[config.mk]
export PLATFORM = sky130hd
export DESIGN_NAME = sar_conv_ctrl
export DESIGN_NICKNAME = d
export VERILOG_FILES = /design/src/rtl/sar_conv_ctrl.sv
export SDC_FILE = /design/constraint.sdc
export NUM_CORES = 1
export LEC_CHECK = 0
export ABC_AREA = 1
export CAP_MARGIN = 20
export CORE_ASPECT_RATIO = 0.9
export CORE_MARGIN = 4
export CORE_UTILIZATION = 45
export DETAILED_ROUTE_END_ITERATION = 8
export PLACE_DENSITY = 0.74
export SLEW_MARGIN = 40
export SYNTH_ARGS = -nofsm -noshare
export SYNTH_HDL_FRONTEND = slang
export SYNTH_SLANG_ARGS = --single-unit
[constraint.sdc]
create_clock -name clk_in -period 1.2 [get_ports clk_in]
set_input_delay 0.24 -clock clk_in [delete_from_list [all_inputs] [get_ports clk_in]]
set_output_delay 0.24 -clock clk_in [all_outputs]
set_load 0.005 [all_outputs]
[src/rtl/sar_conv_ctrl.sv]
// Successive-approximation sequencer: runs a track phase, then an N-step binary search
// on the DAC code, and presents the finished code on a valid/ready result port.
module sar_conv_ctrl #(
    parameter int N             = 8,
    parameter int SAMPLE_CYCLES = 2
) (
    input  logic         clk_in,
    input  logic         rst_n,
    input  logic         start,
    input  logic         comp_in,
    output logic         sample_en,
    output logic         conv_clk_en,
    output logic [N-1:0] dac_code,
    output logic         busy,
    output logic [N-1:0] result,
    output logic         result_valid,
    input  logic         result_ready,
    output logic         missed_start
);

    localparam int IW = $clog2(N);
    localparam int CW = (SAMPLE_CYCLES > 1) ? $clog2(SAMPLE_CYCLES) : 1;
    localparam logic [CW-1:0] CNT_LAST = CW'(SAMPLE_CYCLES - 1);
    localparam logic [IW-1:0] IDX_MSB  = IW'(N - 1);
    localparam logic [N-1:0]  CODE_MSB = {1'b1, {(N-1){1'b0}}};

    typedef enum logic [1:0] {
        IDLE,
        SAMPLE,
        CONVERT,
        HOLD
    } state_t;

    state_t         state_q, state_d;
    logic [CW-1:0]  cnt_q, cnt_d;
    logic [IW-1:0]  idx_q, idx_d;
    logic [N-1:0]   dac_q, dac_d;
    logic [N-1:0]   res_q, res_d;
    logic           sample_q, sample_d;
    logic           conv_q, conv_d;
    logic           busy_q, busy_d;
    logic           valid_q, valid_d;
    logic           missed_q, missed_d;
    logic [N-1:0]   trial;

    always_comb begin
        state_d  = state_q;
        cnt_d    = cnt_q;
        idx_d    = idx_q;
        dac_d    = dac_q;
        res_d    = res_q;
        missed_d = 1'b0;
        trial    = dac_q;

        case (state_q)
            IDLE: begin
                dac_d = '0;
                if (start) begin
                    state_d = SAMPLE;
                    cnt_d   = '0;
                end
            end
            SAMPLE: begin
                missed_d = start;
                if (cnt_q == CNT_LAST) begin
                    state_d = CONVERT;
                    dac_d   = CODE_MSB;
                    idx_d   = IDX_MSB;
                end else begin
                    cnt_d = cnt_q + 1'b1;
                end
            end
            CONVERT: begin
                missed_d = start;
                // Resolve bit idx from the comparator, then raise the next trial bit.
                if (!comp_in) begin
                    trial[idx_q] = 1'b0;
                end
                if (idx_q != '0) begin
                    trial[idx_q - 1'b1] = 1'b1;
                    idx_d = idx_q - 1'b1;
                end else begin
                    res_d   = trial;
                    state_d = HOLD;
                end
                dac_d = trial;
            end
            HOLD: begin
                if (result_ready) begin
                    dac_d = '0;
                    if (start) begin
                        state_d = SAMPLE;
                        cnt_d   = '0;
                    end else begin
                        state_d = IDLE;
                    end
                end else begin
                    missed_d = start;
                end
            end
            default: begin
                state_d = IDLE;
                dac_d   = '0;
            end
        endcase

        // Outputs are decoded from the next state so they are registered with it.
        sample_d = (state_d == SAMPLE);
        conv_d   = (state_d == CONVERT);
        busy_d   = (state_d != IDLE);
        valid_d  = (state_d == HOLD);
    end

    always_ff @(posedge clk_in) begin
        if (!rst_n) begin
            state_q  <= IDLE;
            cnt_q    <= '0;
            idx_q    <= '0;
            dac_q    <= '0;
            res_q    <= '0;
            sample_q <= 1'b0;
            conv_q   <= 1'b0;
            busy_q   <= 1'b0;
            valid_q  <= 1'b0;
            missed_q <= 1'b0;
        end else begin
            state_q  <= state_d;
            cnt_q    <= cnt_d;
            idx_q    <= idx_d;
            dac_q    <= dac_d;
            res_q    <= res_d;
            sample_q <= sample_d;
            conv_q   <= conv_d;
            busy_q   <= busy_d;
            valid_q  <= valid_d;
            missed_q <= missed_d;
        end
    end

    assign sample_en    = sample_q;
    assign conv_clk_en  = conv_q;
    assign dac_code     = dac_q;
    assign busy         = busy_q;
    assign result       = res_q;
    assign result_valid = valid_q;
    assign missed_start = missed_q;

endmodule

; Word level (Yosys, flattened, before mapping)
; Cells that the tools add are included.
[word_totals]
ff_bits = 27
inputBits = 5
output_inout_bits = 21
elab_cells = 66
[op_classes]
add_sub_neg = 2
n_lt_le_gt_ge = 4
eq_ne = 9
muxes = 25
bitwise_logic = 4
n_reduce_logical = 12
[ops]
columns = op, n
row1 = $mux W8, 5
row2 = $pmux W8 S4, 1
row3 = $and A8 B8 Y8, 1
row4 = $eq A2 B2 Y1 const B, 4
row5 = $lt A3 B4 Y1 const B, 2
row6 = $mux W2, 4
row7 = $not A8 Y8, 1
row8 = $or A8 B8 Y8, 1
row9 = $pmux W2 S4, 1
row10 = $mux W1, 7
row11 = $demux W1 S3, 2
row12 = $ge A3 B1 Y1 const B, 2
row13 = $mux W3, 2
row14 = $ne A2 B2 Y1 const B, 3
row15 = $pmux W3 S2, 1
row16 = $reduce_and A2 Y1, 3
row17 = $reduce_bool A3 Y1, 2
row18 = $eq A2 B1 Y1 const B, 2
row19 = $reduce_bool A2 Y1, 2
row20 = $pmux W1 S3, 1
row21 = $reduce_and A3 Y1, 1
row22 = $sub A3 B1 Y3 const B, 1
row23 = $logic_and A1 B1 Y1, 2
row24 = $logic_not A2 Y1, 1
row25 = other kinds (4), 4

; Depth between registers and ports, before layout
[depth]
depth_word = 11
mapped_depth = 9
ltp_nobuf = 9

; Worst setup path before layout
; OpenSTA, ideal clock, no wires.
[synth_path]
path_kind = flip-flop to flip-flop
from = register state_q[0]
to = register dac_q[0], in the netlist dac_code[0]
setup_time_ps = 70
arrival_time_ps = 1241
t_required_ps = 1130
setup_slack_ps = -110
stages_incl_launch_ff = 7
n_path_buf = 0
period_less_slack_ps = 1310
cell_sequence = dfxtp_1 inv_1 ha_1 nand2_2 nor3_4 nand2_1 a21oi_1
[synth_between]
elab_chain_cells = 3
word_cells_on_any_way = 8
cone_classes = 5 x eq/ne / 1 x mux / 2 x reduce/logical
[synth_lines]
columns = element, line_no
row1 = start: declaration, 34  ; state_t state_q, state_d;
row2 = start signal: assignment, 127  ; state_q <= state_d;
row3 = $eq A2 B1 Y1 / $eq A2 B2 Y1 (equally long branches), 55  ; case (state_q)
row4 = $ne A2 B2 Y1 (no line), n/a
row5 = $reduce_and A2 Y1 (no line), n/a
row6 = end signal: assignment, 119  ; dac_q <= '0;
row7 = end signal: assignment, 130  ; dac_q <= dac_d;
row8 = end: declaration, 37  ; logic [N-1:0] dac_q, dac_d;
; Parallel ways exist; a longest one is shown, timed or not.
; A chain may end at the register's enable or synchronous reset.

; Worst setup path after layout
[layout_path]
from = register state_q[0]
to = register dac_q[7], in the netlist dac_code[7]
; Same word-level chain as after synthesis.

==> run_results.csv <==
group,metric,value,unit
worst_setup_path,slowest_delay,0.43,ns
sta,period_needed,1.41,ns
power_and_ir_drop,power.share.sequential,0.479,
hold_path,hold_end,"dac_code[6]",
power_and_ir_drop,power_density,940,nW/um^2
layout,area_delta_synth_final,63.6,%
route,wl_per_cell,15.7,um
sta,max_slew_margin,0.800,
die,coreArea,2770,um^2
yosys,ys_seq_elements,27,
worst_setup_path,cp-end-kind,"flop",
worst_setup_path,r2r_end,"dac_code[7]",
worst_setup_path,slowest_stage,"dfxtp_4",
yosys,synth_cells,179,
sta,hold_viol_final,0,
placed_design,dp_slack,-0.319,ns
sta,rsz0062_at_grt,"yes",
route,wirelength,4380,um
yosys,synth.distinct_cells,27,
power_and_ir_drop,sw_frac_of_total,0.332,
worst_setup_path,crit_path_start_kind,"flop",
status,violations,"setup timing",
sta,setup_tns,-2.78,ns
power_and_ir_drop,pwr-share-comb,0.322,
die,io_pins,26,
layout,diodes,0,
worst_setup_path,reg2regPathDepth,7,
power_and_ir_drop,clkPwrFrac,0.199,
die,chipWidth,65.0,um
worst_setup_path,cp_data_required_time,1.47,ns
route,vias,1486,
die,start_util,0.476,
layout,fin_util,0.778,
power_and_ir_drop,peakVddDrop,0.000606,V
worst_setup_path,rr_startpoint,"state_q[0]",
sta,clock.fmax,709,MHz
yosys,synth_nets,190,
worst_setup_path,path_cells,"inv_4 -> ha_4 -> nand2_4 -> nor3_4 -> buf_6 -> nand2_2 -> a21oi_2",
power_and_ir_drop,p_switching,0.672,mW
clocking,cts_hold_buf,0,
clocking,htreeDepth,1,
grt,grt_pass1_wl,6420,um
layout,final_nets,252,
power_and_ir_drop,leakagePower,0.984,nW
sta,skew,0.0109,ns
yosys,syn_avg_cell_area,7.36,um^2
clocking,cts.sinks,27,
yosys,synth-seq-area-share,0.410,
worst_setup_path,cp_max_fo,8,
clocking,clkTransAtPathRegs,0.15,ns
grt,grt_use_total,0.217,
clocking,cts-root-buf,"clkbuf_4",
sta,worstMarginPinSlew,0.298,ns
worst_setup_path,arrival,1.68,ns
die,chipHeight,59.3,um
die,fp.dieArea,3860,um^2
job,max_cap_violations,0,
route,drcViolationCount,0,
worst_setup_path,ff2ff_setup_slack,-0.21,ns
clocking,cts_tree,"built",
sta,setup_ws,-0.211,ns
hold_path,worstHoldPathCells,2,
layout,stdcell_count,280,
grt,antenna_found_initial,0,
die,rows,18,
yosys,synth_area,1320,um^2
placed_design,dpl.hpwl,2710,um
yosys,yosys_warnings,0,
worst_setup_path,crit_family,"flip-flops",
hold_path,hold_class,"flop to flop",
route,first_pass_iters,4,
clocking,numCtsBuffers,3,
route,vias_per_cell,5.31,
sta,fin_crit_sh,1.18,
route,antenna_left,0,
worst_setup_path,path_buf_inv,2,
clocking,clockBufferDepth,2,
sta,slew_violations,0,
clocking,clk_latency,0.33,ns
hold_path,hold_start,"dac_code[6]",
worst_setup_path,setup.worst_path.class,"flop to flop",
sta,timing.hold.ws,0.514,ns
grt,gr-total-overflow,0,
layout,drive_above_1_share,0.488,
grt,grt_max_degree,15,
placed_design,numPortBuffers,25,
route,drt_iter0_markers,125,
power_and_ir_drop,p_int,1.35,mW
sta,finalSetupViolations,24,
placed_design,post-place-cells,260,
placed_design,gp_congestion,0.867,
grt,grt_pass1_vias,1328,
status,outcome,"finished with violations",
[cell usage after synthesis, drive strengths merged]
cell type	instances	area, um^2
nand2	51	204
dfxtp	27	541
a21oi	22	118
inv	22	85.1
o21ai	20	104
nand3	13	75.1
nor2	9	46.3
ha	6	75.1
nor3	3	31.3
buf	1	11.3
clkbuf	1	3.75
clkinv	1	3.75
nand4	1	6.26
nor4	1	6.26
o31ai	1	7.51
[timing repair]
item,4_1_cts,5_1_grt
pin swaps,7,13
gates cloned,1,1
endpoints found under the setup margin,48,33
buffers inserted,9,5
gates resized for setup,53,50
[cells by family after synthesis]
logic type | Yosys count | share of synthesized area
buf+inv | 25 | 0.0788
fa+ha+maj | 6 | 0.0570
flops | 27 | 0.410
compound gates | 43 | 0.174
simple gates | 78 | 0.280
[cell type report]
class | count | area, um^2
clock buffer | 4 | 26.3
fill | 199 | 614
inverter | 23 | 98.8
multi-input combinational | 127 | 862
sequential | 27 | 571
tap | 40 | 50.0
timing repair buffer | 57 | 526
timing repair inverter | 2 | 22.5
[worst min-delay path, stage by stage (launching register included)]
cell	delay, ns
dfxtp_2	0.36
nand2_1	0.08
a21oi_2	0.05
[flip-flops by register name, indices dropped and copies added (netlist names)]
name / cells
sample_en: 1
result_valid: 1
result: 8
busy: 1
cnt_q: 1
dac_code: 8
conv_clk_en: 1
idx_q: 3
missed_start: 1
state_q: 2
[routing by layer]
metal,vias up,GRT usage,part of all wire
met5,-,0,0
met4,0,0.0621,0.035
met3,19,0.0417,0.077
met2,76,0.348,0.47
met1,683,0.300,0.41
li1,708,-,-
[worst max-delay path by stage]
stage | startpoint | to | cells after the start
detailed placement | result_ready | dac_code[7] | 8
global route | state_q[0] | dac_code[7] | 7
CTS | state_q[0] | dac_code[6] | 7
floorplan | state_q[0] | dac_code[0] | 6
global placement | result_ready | busy | 8
finish | state_q[0] | dac_code[7] | 7
[placed cells by master, fill, tap and decap left out, types with 4 or more instances in the layout]
cell             instances
a21oi_2                 14
dfxtp_2                 18
inv_2                    8
clkdlybuf4s50_1          4
nand2_1                 39
a21oi_1                  8
inv_1                   12
o21ai_2                  6
buf_4                   25
dlygate4sd2_1           14
ha_4                     4
dfxtp_1                  7
nor2_1                   5
clkdlybuf4s15_1          7
nand3_1                 10
buf_6                    4
nand2_2                  9
o21ai_1                 11
[power groups by stage]
stage               clock network (mW)  registers (mW)  logic (mW)
global route                     0.445           0.975       0.716
CTS                              0.399           0.966       0.600
detailed placement                   0           0.986       0.559
global placement                     0           0.984       0.539
floorplan                            0           0.988       0.339
finish                           0.402           0.970       0.653
[per-stage QoR]
stage | power, mW | instance area (um^2)
CTS | 1.96 | 1970
finish | 2.03 | 2160
global placement | 1.52 | 1800
global route | 2.14 | 2160
detailed placement | 1.55 | 1800
floorplan | 1.33 | 1370
Power figures use the tool's default switching activity.
